### src/rtl/slave_access_arbiter_pkg.sv
// Shared definitions for the slave access arbiter: select encodings, FSM state
// type, SRAM idle constant and the IDLE-rule grant picker.
package slave_access_arbiter_pkg;

  localparam logic [1:0] SEL_IDLE  = 2'b00;
  localparam logic [1:0] SEL_READ  = 2'b01;
  localparam logic [1:0] SEL_WRITE = 2'b10;
  localparam logic [3:0] WEB_NONE  = 4'hF;

  typedef enum logic [1:0] {
    ST_IDLE  = SEL_IDLE,
    ST_READ  = SEL_READ,
    ST_WRITE = SEL_WRITE
  } state_t;

  // Ties go to the type not granted most recently (last_grant: 1 = write).
  function automatic state_t pick_grant(input logic arvalid, input logic awvalid,
                                        input logic last_grant);
    state_t grant;
    if (arvalid && awvalid) begin
      grant = last_grant ? ST_READ : ST_WRITE;
    end else if (arvalid) begin
      grant = ST_READ;
    end else if (awvalid) begin
      grant = ST_WRITE;
    end else begin
      grant = ST_IDLE;
    end
    return grant;
  endfunction

endpackage

### src/rtl/slave_access_arbiter.sv
// Arbitrates the single SRAM port between the AXI read and write slave engines.
// Optional grant timeout is built when SLAVE_ARB_TIMEOUT_EN is defined.
module slave_access_arbiter
  import slave_access_arbiter_pkg::*;
#(
  parameter int ADDR_W         = 14,
  parameter int DATA_W         = 32,
  parameter int TIMEOUT_CYCLES = 256
) (
  input  logic              clock,
  input  logic              reset,
  input  logic              ARVALID,
  input  logic              AWVALID,
  input  logic              read_finish,
  input  logic              write_finish,
  output logic [1:0]        select,
  input  logic [ADDR_W-1:0] rd_addr,
  input  logic              rd_en,
  input  logic [ADDR_W-1:0] wr_addr,
  input  logic [3:0]        wr_web,
  input  logic [DATA_W-1:0] wr_data,
  output logic              sram_cs,
  output logic              sram_oe,
  output logic [3:0]        sram_web,
  output logic [ADDR_W-1:0] sram_a,
  output logic [DATA_W-1:0] sram_di,
  output logic              timeout_err
);

  state_t state;
  state_t next_state;
  logic   last_grant;
  logic   release_now;
  logic   grant_entry;
  logic   timeout_hit;

  // State register and most-recent grant type
  always_ff @(posedge clock) begin
    if (reset) begin
      state      <= ST_IDLE;
      last_grant <= 1'b1;
    end else begin
      state <= next_state;
      if (grant_entry) begin
        last_grant <= (next_state == ST_WRITE);
      end
    end
  end

  // Current grant is released (or absent) this cycle; opposite finish is ignored
  always_comb begin
    case (state)
      ST_IDLE:  release_now = 1'b1;
      ST_READ:  release_now = read_finish;
      ST_WRITE: release_now = write_finish;
      default:  release_now = 1'b1;
    endcase
  end

  // Next-state: a release re-arbitrates immediately so back-to-back grants have no bubble
  always_comb begin
    next_state  = state;
    grant_entry = 1'b0;
    if (release_now) begin
      next_state  = pick_grant(ARVALID, AWVALID, last_grant);
      grant_entry = (next_state != ST_IDLE);
    end else if (timeout_hit) begin
      next_state = ST_IDLE;
    end else begin
      next_state = state;
    end
  end

`ifdef SLAVE_ARB_TIMEOUT_EN
  localparam int CNT_W = (TIMEOUT_CYCLES > 2) ? $clog2(TIMEOUT_CYCLES) : 1;

  logic [CNT_W-1:0] hold_cnt;
  logic             timeout_pulse;

  assign timeout_hit = (state != ST_IDLE) && !release_now &&
                       (hold_cnt == CNT_W'(TIMEOUT_CYCLES - 1));
  assign timeout_err = timeout_pulse;

  // Grant age counter and one-cycle revoke pulse
  always_ff @(posedge clock) begin
    if (reset) begin
      hold_cnt      <= {CNT_W{1'b0}};
      timeout_pulse <= 1'b0;
    end else begin
      timeout_pulse <= timeout_hit;
      if (grant_entry || (state == ST_IDLE)) begin
        hold_cnt <= {CNT_W{1'b0}};
      end else begin
        hold_cnt <= hold_cnt + CNT_W'(1);
      end
    end
  end
`else
  assign timeout_hit = 1'b0;
  assign timeout_err = 1'b0;
`endif

  assign select = state;

  // SRAM mux: zero-latency pass-through of the granted engine; write enables only in WRITE
  always_comb begin
    sram_cs  = 1'b0;
    sram_oe  = 1'b0;
    sram_web = WEB_NONE;
    sram_a   = {ADDR_W{1'b0}};
    sram_di  = {DATA_W{1'b0}};
    case (state)
      ST_READ: begin
        sram_cs = 1'b1;
        sram_oe = rd_en;
        sram_a  = rd_addr;
      end
      ST_WRITE: begin
        sram_cs  = 1'b1;
        sram_web = wr_web;
        sram_a   = wr_addr;
        sram_di  = wr_data;
      end
      default: begin
        sram_cs  = 1'b0;
        sram_web = WEB_NONE;
      end
    endcase
  end

endmodule

### config.mk
export PLATFORM = sky130hd
export DESIGN_NAME = slave_access_arbiter
export DESIGN_NICKNAME = d
export VERILOG_FILES = /design/src/rtl/slave_access_arbiter_pkg.sv /design/src/rtl/slave_access_arbiter.sv
export SDC_FILE = /design/constraint.sdc
export NUM_CORES = 1
export LEC_CHECK = 0
export ABC_CLOCK_PERIOD_IN_PS = 2100
export CORE_MARGIN = 5
export CORE_UTILIZATION = 19
export DETAILED_ROUTE_END_ITERATION = 10
export HOLD_SLACK_MARGIN = 0.03
export PLACE_DENSITY = 0.79
export SYNTH_ARGS = -nofsm -noshare
export SYNTH_HDL_FRONTEND = slang
export SYNTH_SLANG_ARGS = --single-unit
### constraint.sdc
create_clock -name clock -period 2.1 [get_ports clock]
set_input_delay 0.21 -clock clock [delete_from_list [all_inputs] [get_ports clock]]
set_output_delay 0.21 -clock clock [all_outputs]
set_load 0.02 [all_outputs]
==> results of run 1 <==
==> per-stage QoR <==
step,utilization,hold WS [ps],area (µm²),total power [W],std cells
after floorplan,-,279,613,0.000281,97
after global placement,0.620,481,1910,0.000555,258
after detailed placement,0.620,491,1910,0.000563,258
after CTS,0.626,502,1930,0.000663,262
after global routing,0.634,548,1950,0.000705,262
final,0.634,506,1950,0.000660,262
==> kinds of logic after synthesis <==
| group | after synthesis |
|---|---|
| flip-flops | 3 |
| adder cells (fa/ha/maj) | 2 |
| AND/OR/NAND/NOR | 58 |
| other | 1 |
| AO/OA/AOI/OAI | 20 |
| buffers and inverters | 13 |
==> worst min-delay path: cells and delay by family, from the launching register on <==
family          cells  cell delay, ps
flops               1             330
compound gates      1              60
simple gates        1              60
==> flip-flops by register name, summed over array words and instances (netlist names) <==
| signal | cells |
|---|---|
| select | 2 |
| last_grant | 1 |
==> timing repair <==
| item | 4_1_cts | 5_1_grt |
|---|---|---|
| gates cloned | 0 | 0 |
| gates resized for setup | 10 | 7 |
| setup endpoints to repair | 15 | 7 |
==> placed cells by master (no fill, tap or decap), drive strengths merged, types with 4 or more instances in the layout <==
master / n
clkbuf: 4
nand2b: 5
and2: 33
clkdlybuf4s50: 110
dlymetal6s2s: 5
dlygate4sd2: 9
nor2: 14
a22oi: 14
==> layer usage <==
| metal | vias to the layer above | GRT usage |
|---|---|---|
| met1 | 509 | 0.144 |
| li1 | 559 | - |
| met5 | - | 0 |
| met4 | 0 | 0.0254 |
| met3 | 2 | 0.0371 |
| met2 | 67 | 0.298 |
==> power groups by stage <==
| stage | registers, W | clock network (W) | logic (W) |
|---|---|---|---|
| 5_1_grt | 0.0000726 | 0.000107 | 0.000525 |
| 6_report | 0.0000712 | 0.0000989 | 0.000490 |
| 2_1_floorplan | 0.0000754 | 0 | 0.000206 |
| 3_3_place_gp | 0.0000705 | 0 | 0.000484 |
| 4_1_cts | 0.0000706 | 0.000104 | 0.000488 |
| 3_5_place_dp | 0.0000714 | 0 | 0.000492 |
==> final cells by class <==
type / count / area (µm²) / area share
Timing Repair Buffer: 127 / 1290 / 0.661
Inverter: 3 / 11.3 / 0.00577
Tap cell: 44 / 55.1 / 0.0282
Multi-Input combinational cell: 81 / 508 / 0.260
Sequential cell: 3 / 60.1 / 0.0308
Clock buffer: 4 / 26.3 / 0.0135
==> worst paths after layout <==
check               endpoint      start  slack [ps]
setup / recovery  sram_di[0]  select[0]         100
hold / removal     select[0]  select[0]         510
setup reg to reg  last_grant  select[0]         550
hold reg to reg    select[0]  select[0]         510
==> summary.md, run 1 <==
| Metric | Value |
|---|---|
| Status | `complete, no violations` |
| Final worst path period need | `2000 ps` |
| Post-synth top flop | `dfxtp_1` |
| Clock latency on the worst-skew pair | `230 ps` |
| Combinational power share | `0.742` |
| Layout Skew | `0.402 ps` |
| Peak Freq | `501 MHz` |
| WL final | `3680 µm` |
| Xor/xnor share of the synthesized area | `0` |
| Crit path capture type | `output port` |
| Synth Area in Adders | `0.0408` |
| Synth Register Bits | `3` |
| Cells after synthesis | `97` |
| Fin crit share | `0.951` |
| Max-slew violations | `0` |
| HPWL Detailed | `3210 µm` |
| Hold Fails Final Rpt | `0` |
| WL met2 | `1940 µm` |
| CP required | `1890 ps` |
| Wirelength per Cell | `14.0 µm` |
| Vias in the first global route | `1060` |
| Die W | `66.8 µm` |
| Met3 routed wirelength | `408 µm` |
| Initial DRC count | `24` |
| Wl on met1 | `1300 µm` |
| Hold Buf Count CTS | `0` |
| Synth top cells by count | `33 x and2_1, 14 x a22oi_1, 14 x nor2_1` |
| Post-synth top area share | `0.337` |
| Worst-path cell chain | `inv_1 -> ha_4 -> buf_4 -> and2_1 -> clkdlybuf4s50_1` |
| Crit path kind | `reg2out` |
| WP data arrival | `1790 ps` |
| Setup TNS | `0 ps` |
| R2R cell count | `6` |
| Bufs on Longest Clock Path | `2` |
| Syn Area/Cell | `6.32 µm²` |
| Fill cells | `275` |
| Routability cong. | `0.811` |
| Top post-synthesis cells by area | `and2_1 34%, a22oi_1 17%, dfxtp_1 9.8%, nor2_1 8.6%, nand2b_1 5.1%` |
| H-tree Lvls | `1` |
| Register area share after synthesis | `0.0980` |
| Total Die Area | `0.00446 mm²` |
| Max stage delay cell, worst path | `clkdlybuf4s50_1` |
| Hold Path Class | `reg2reg` |
| Synth Area in Compound Gates | `0.239` |
| Post-route setup slack | `102 ps` |
| WHS Path Cells | `2` |
| Initial Util | `0.199` |
| Share of cells above drive strength 1 | `0.0367` |
| Largest family of logic cells by synthesized area | `simple AND/OR/NAND/NOR gates` |
| Syn_nets | `170` |
| Yosys Warn Count | `0` |
| Worst Setup Start Kind | `register` |
| DR vias | `1137` |
| Synth unique cells | `18` |
| Clock power share | `0.150` |
| Clock sinks | `3` |
| DR vias/cell | `4.34` |
| Sw frac | `0.367` |
| Switching pwr | `0.000242 W` |
| CP peak stage delay | `610 ps` |
| Worst-path clk slew | `40 ps` |
| Layout area overhead | `218%` |
| FFs w/ async S/R, synth | `0` |
| CTS tree | `done` |
| Netlist Area Pre-Place | `613 µm²` |
| CTS Buf Count | `3` |
| Delay-heaviest family, CP | `buffers and inverters` |
| Leak | `0.852 nW` |
| Global-route wire length before repair | `5020 µm` |
| Post-synth top area cell | `and2_1` |
| Pwr/cell area | `338 mW/mm²` |
| Max VDD drop | `225 µV` |
| IO Pins | `126` |
| Post-synth EDFFs | `0` |
| Rows | `20` |
| Simple-Gate Fraction of Synth Area | `0.518` |
| Total global-route track usage | `0.145` |
| Initial antenna violation count | `0` |
| WP depth | `5` |
| Final setup vio count | `0` |
| Post-CTS setup buffer count | `0` |
| CP Buf/Inv Count | `3` |
| Detailed Routing Iterations Pass 1 | `5` |
| Core box area | `0.00308 mm²` |
| Die Height | `66.8 µm` |
| Clock Root Buffer | `clkbuf_4` |
| IO Port Bufs | `124` |
| Max_cap viols | `0` |
| Number of remaining DRC errors | `0` |
| Critical path peak fanout | `18` |
| Layout Nets | `292` |
| DR top layer | `met4` |
| Cell-internal power | `0.000418 W` |
| Count leader, synth | `and2_1` |
| Antenna-violating nets left | `0` |
| Sequential power share | `0.108` |
| Mux cell area share after synthesis | `0` |
| Largest net degree at the start of global routing | `35` |
| Diode count | `0` |
| Pre-CTS WS | `122 ps` |
| RSZ-0062 raised after global routing | `false` |
| Grt ovf | `0` |
No activity file was read; power rests on OpenSTA's default activity.
==> run 2: changes to the inputs <==
- GPL_ROUTABILITY_DRIVEN: not set -> 0
- SETUP_SLACK_MARGIN: not set -> 0.5
==> summary.md, run 2 (same netlist as run 1, synthesis figures left out) <==
| Metric | Value |
|---|---|
| Layout Nets | `300 (+2.7%)` |
| HPWL Detailed | `3300 µm (+3.0%)` |
| Pre-CTS WS | `195 ps (+72.7 ps)` |
| CP required | `1890 ps (about the same)` |
| Detailed Routing Iterations Pass 1 | `4 (-1)` |
| Fin crit share | `0.759 (-0.192)` |
| Largest net degree at the start of global routing | `23 (-34%)` |
| Clock latency on the worst-skew pair | `230 ps (about the same)` |
| IO Pins | `126 (unchanged)` |
| RSZ-0062 raised after global routing | `true` |
| CTS Buf Count | `3 (unchanged)` |
| Final Hold Slack | `504 ps (-2.19 ps)` |
| Global-route wire length before repair | `6380 µm (+27%)` |
| Grt ovf | `0 (unchanged)` |
| Max reg flops | `2 (unchanged)` |
| Wirelength per Cell | `15.8 µm (+13%)` |
| Hold Path Class | `reg2reg` |
| Setup TNS | `0 ps (unchanged)` |
| Clock sinks | `3 (unchanged)` |
| Max_cap viols | `0 (unchanged)` |
| Layout Skew | `2.35 ps (+1.95 ps)` |
| Bufs on Longest Clock Path | `2 (unchanged)` |
| Area after DPL | `0.00196 mm² (+2.6%)` |
| Status | `complete, no violations` |
| Max-slew violations | `0 (unchanged)` |
| Antenna-violating nets left | `0 (unchanged)` |
| Hold Fails Final Rpt | `0 (unchanged)` |
| Total global-route track usage | `0.186 (+0.0411)` |
| Vias in the first global route | `1254 (+18%)` |
| Hold Buf Count CTS | `0 (unchanged)` |
| DR vias/cell | `4.47 (+3.0%)` |
| Crit path kind | `reg2out` |
| Layout Cells excl Fill | `270 (+3.1%)` |
| Post-route setup slack | `506 ps (+404 ps)` |
| Final setup vio count | `0 (unchanged)` |
| Commonest non-fill, non-tap cell in the layout | `clkdlybuf4s50_1` |
| Total Die Area | `0.00446 mm² (unchanged)` |
| Diode count | `0 (unchanged)` |
| Clock Root Buffer | `clkbuf_4` |
| Leak | `0.888 nW (+4.2%)` |
| Die W | `66.8 µm (unchanged)` |
| Fill cells | `292 (+6.2%)` |
| Initial Util | `0.199 (unchanged)` |
| H-tree Lvls | `1 (unchanged)` |
| Fin area | `0.00205 mm² (+5.0%)` |
| Worst Setup Start Kind | `register` |
| CTS tree | `done` |
| Peak Freq | `628 MHz (+25%)` |
| Rows | `20 (unchanged)` |
| IO Port Bufs | `124 (unchanged)` |
| WL final | `4280 µm (+16%)` |
| Worst-path clk slew | `40 ps (about the same)` |
| Final worst path period need | `1590 ps (-404 ps)` |
| Inst Count DP | `260 (+0.78%)` |
| Initial DRC count | `23 (-4.2%)` |
| Max VDD drop | `363 µV (+61%)` |
| DR vias | `1207 (+6.2%)` |
| Critical path peak fanout | `12 (-6)` |
| WP data arrival | `1380 ps (-410 ps)` |
| Pwr/cell area | `370 mW/mm² (+9.5%)` |
| Share of cells above drive strength 1 | `0.438 (+0.401)` |
| Initial antenna violation count | `0 (unchanged)` |
| Number of remaining DRC errors | `0 (unchanged)` |
| Most frequent cells in the layout | `71 x clkdlybuf4s50_1, 33 x and2_1, 26 x buf_4` |
| Die Height | `66.8 µm (unchanged)` |
| Crit path capture type | `output port` |
| Core box area | `0.00308 mm² (unchanged)` |
| Layout area overhead | `234%` |
==> run 2: cell count changes in the layout (fill, tap and decap cells not counted), sizes merged <==
cell           previous run  this run
buf                       3        55
dlymetal6s2s              5         1
clkdlybuf4s15             0         3
clkbuf                    4         9
dlygate4sd2               9         0
clkdlybuf4s50           110        71
==> run 2: layout make-up <==
cell class / count / area (µm²) / area share
clock buffer: 4 / 26.3 / 0.0128
inverter: 3 / 11.3 / 0.00550
multi-input combinational: 81 / 633 / 0.309
sequential: 3 / 65.1 / 0.0318
tap: 44 / 55.1 / 0.0269
timing repair buffer: 135 / 1260 / 0.614
==> run 2: through the flow <==
| step | util | total power (W) |
|---|---|---|
| 2_1_floorplan | - | 0.000315 |
| 3_3_place_gp | 0.636 | 0.000584 |
| 3_5_place_dp | 0.636 | 0.000594 |
| 4_1_cts | 0.668 | 0.000766 |
| 5_1_grt | 0.665 | 0.000807 |
| 6_report | 0.665 | 0.000758 |
==> run 2: path summary, 6_finish.rpt <==
path                   from    endpoint  slack (ps)  depth (start not counted)
setup / recovery  select[0]  sram_a[11]         510                          6
hold / removal    select[1]   select[1]         500                          2
setup reg to reg  select[0]  last_grant         570                          6
hold reg to reg   select[1]   select[1]         500                          2
==> run 2: routing by layer <==
| layer | routed length, µm | GRT usage | vias up |
|---|---|---|---|
| met5 | 0 | 0 | - |
| met4 | 79 | 0.0609 | 0 |
| met3 | 362 | 0.0388 | 6 |
| met2 | 2430 | 0.376 | 58 |
| met1 | 1410 | 0.183 | 562 |
| li1 | - | - | 581 |
==> run 2: report_power, final <==
part,internal (W),switching [W]
clock network,0.0000712,0.0000290
registers,0.0000649,0.00000688
logic,0.000322,0.000265
==> run 2: worst max-delay path, stage by stage, from the launching register on <==
cell and delay [ps]:
dfxtp_2 330, inv_2 50, ha_4 200, buf_12 160
a22oi_2 230, nor2_4 40, buf_4 150
==> run 2: repair_timing <==
| item | CTS | global route |
|---|---|---|
| cloned | 3 | 0 |
| setup endpoints to repair | 53 | 49 |
| buffers inserted | 2 | 1 |
| gates resized for setup | 225 | 40 |
| pin swaps | 3 | 14 |
==> run 3: changes to the inputs <==
- ABC_CLOCK_PERIOD_IN_PS: 2100 -> 1400
- CORE_UTILIZATION: 19 -> 17
- PLACE_DENSITY: 0.79 -> 0.74
- clock period: 2.1 -> 1.4 ns (I/O delays scaled with it)
==> summary.md, run 3 (same netlist as run 1, synthesis figures left out) <==
| Metric | Value |
|---|---|
| Max VDD drop | `519 µV (+43%)` |
| Detailed Routing Iterations Pass 1 | `2 (-2)` |
| Rows | `21 (+5.0%)` |
| Bufs on Longest Clock Path | `2 (unchanged)` |
| Initial antenna violation count | `0 (unchanged)` |
| Layout Cells excl Fill | `277 (+2.6%)` |
| Status | `complete, but fails checks` |
| Post-route setup slack | `-119 ps (-626 ps)` |
| Worst-path cell chain | `inv_2 -> ha_4 -> buf_12 -> clkbuf_16 -> and2_4 -> buf_6` |
| Layout Skew | `2.74 ps (+0.389 ps)` |
| CP peak stage delay | `360 ps (+30 ps)` |
| Leak | `1.05 nW (+18%)` |
| Max_cap viols | `0 (unchanged)` |
| RSZ-0062 raised after global routing | `true` |
| Layout Nets | `305 (+1.7%)` |
| Max reg flops | `2 (unchanged)` |
| Hold Path Class | `in2reg` |
| Worst R2R Start | `select[0]` |
| IO Pins | `126 (unchanged)` |
| Fin area | `0.00253 mm² (+24%)` |
| Fin crit share | `1.09` |
| Core box area | `0.00342 mm² (+11%)` |
| Largest net degree at the start of global routing | `17 (-26%)` |
| Layout area overhead | `313%` |
| Peak Freq | `658 MHz` |
| Antenna-violating nets left | `0 (unchanged)` |
| Final setup vio count | `35 (+35)` |
| Most frequent cells in the layout | `70 x clkdlybuf4s50_1, 57 x buf_6, 33 x and2_4` |
| Initial Util | `0.179 (-0.0197)` |
| CP required | `1260 ps (-630 ps)` |
| Hold Fails Final Rpt | `0 (unchanged)` |
| Worst Setup Start Kind | `register` |
| Crit path kind | `reg2out` |
| Global-route wire length before repair | `7080 µm (+11%)` |
| Clock latency on the worst-skew pair | `240 ps (about the same)` |
| DR vias/cell | `4.48 (+0.22%)` |
| Number of remaining DRC errors | `0 (unchanged)` |
| Pre-CTS WS | `-324 ps (-519 ps)` |
| Clock sinks | `3 (unchanged)` |
| Total global-route track usage | `0.178 (-0.00830)` |
| Crit. Startpoint | `select[0]` |
| Total Die Area | `0.00491 mm² (+10%)` |
| Vias in the first global route | `1300 (+3.7%)` |
| HPWL Detailed | `3680 µm (+11%)` |
| DR vias | `1241 (+2.8%)` |
| Clock Root Buffer | `clkbuf_4` |
| WL final | `4650 µm (+8.9%)` |
| H-tree Lvls | `1 (unchanged)` |
| Critical path peak fanout | `7 (-5)` |
| Commonest non-fill, non-tap cell in the layout | `clkdlybuf4s50_1` |
| Inst Count DP | `263 (+1.2%)` |
| Wirelength per Cell | `16.8 µm (+6.1%)` |
| Worst-path clk slew | `40 ps (about the same)` |
| Violated checks | `negative setup slack` |
| Share of cells above drive strength 1 | `0.645 (+0.207)` |
| Pwr/cell area | `554 mW/mm² (+50%)` |
| Die W | `70.1 µm (+4.9%)` |
| Area after DPL | `0.00221 mm² (+13%)` |
| CTS tree | `done` |
| Max-slew violations | `0 (unchanged)` |
| IO Port Bufs | `124 (unchanged)` |
| Grt ovf | `0 (unchanged)` |
| CTS Buf Count | `3 (unchanged)` |
| Diode count | `0 (unchanged)` |
| HP Start | `reset` |
| Crit path capture type | `output port` |
| Max stage delay cell, worst path | `dfxtp_4` |
| Initial DRC count | `31 (+35%)` |
| Die Height | `70.1 µm (+4.9%)` |
| WP data arrival | `1380 ps (about the same)` |
| Final worst path period need | `1520 ps` |
-- run 3: repair_timing --
action	CTS	global route
hold buffers	0	0
endpoints found under the setup margin	57	57
setup buffers	5	2
resized for setup	335	8
cloned	2	1
pin swaps	14	3
-- run 3: stage by stage --
step | hold WS, ps | setup TNS [ps] | power [W] | util
floorplan | 199 | 0 | 0.000623 | -
finish | 509 | -3110 | 0.00140 | 0.741
detailed placement | 545 | -12460 | 0.00105 | 0.647
CTS | 503 | -3650 | 0.00137 | 0.721
global placement | 530 | -11710 | 0.00103 | 0.647
global route | 525 | -5440 | 0.00148 | 0.741
-- run 3: cell type report --
type                    instances  area [µm²]
clock buffers                   4        26.3
multi-input cells              81         790
repair buffers                140        1580
inverters                       3        11.3
fillers                       248         883
well taps                      46        57.6
flip-flops and latches          3        67.6
-- run 3: final timing paths --
kind	end	slack, ps	cells after the start
hold reg to reg	last_grant	550	2
hold / removal	select[0]	510	2
setup reg to reg	last_grant	-70	6
setup / recovery	sram_di[25]	-120	6
-- run 3: report_power, final --
part	internal (W)	switching, W
Sequential	0.0000974	0.0000131
Combinational	0.000665	0.000473
Clock	0.000107	0.0000477
Total	0.000870	0.000534
-- run 3: critical path, delay by kind of cell (launching register included) --
family | cells | cell delay [ps]
buffers and inverters | 4 | 450
adders and majority gates | 1 | 190
and+or+nand+nor | 1 | 140
DFF | 1 | 360
-- run 3: metal layers --
| metal | track usage | share of wire |
|---|---|---|
| met1 | 0.175 | 0.34 |
| met2 | 0.343 | 0.52 |
| met3 | 0.0674 | 0.11 |
| met4 | 0.0489 | 0.020 |
| met5 | 0 | 0 |
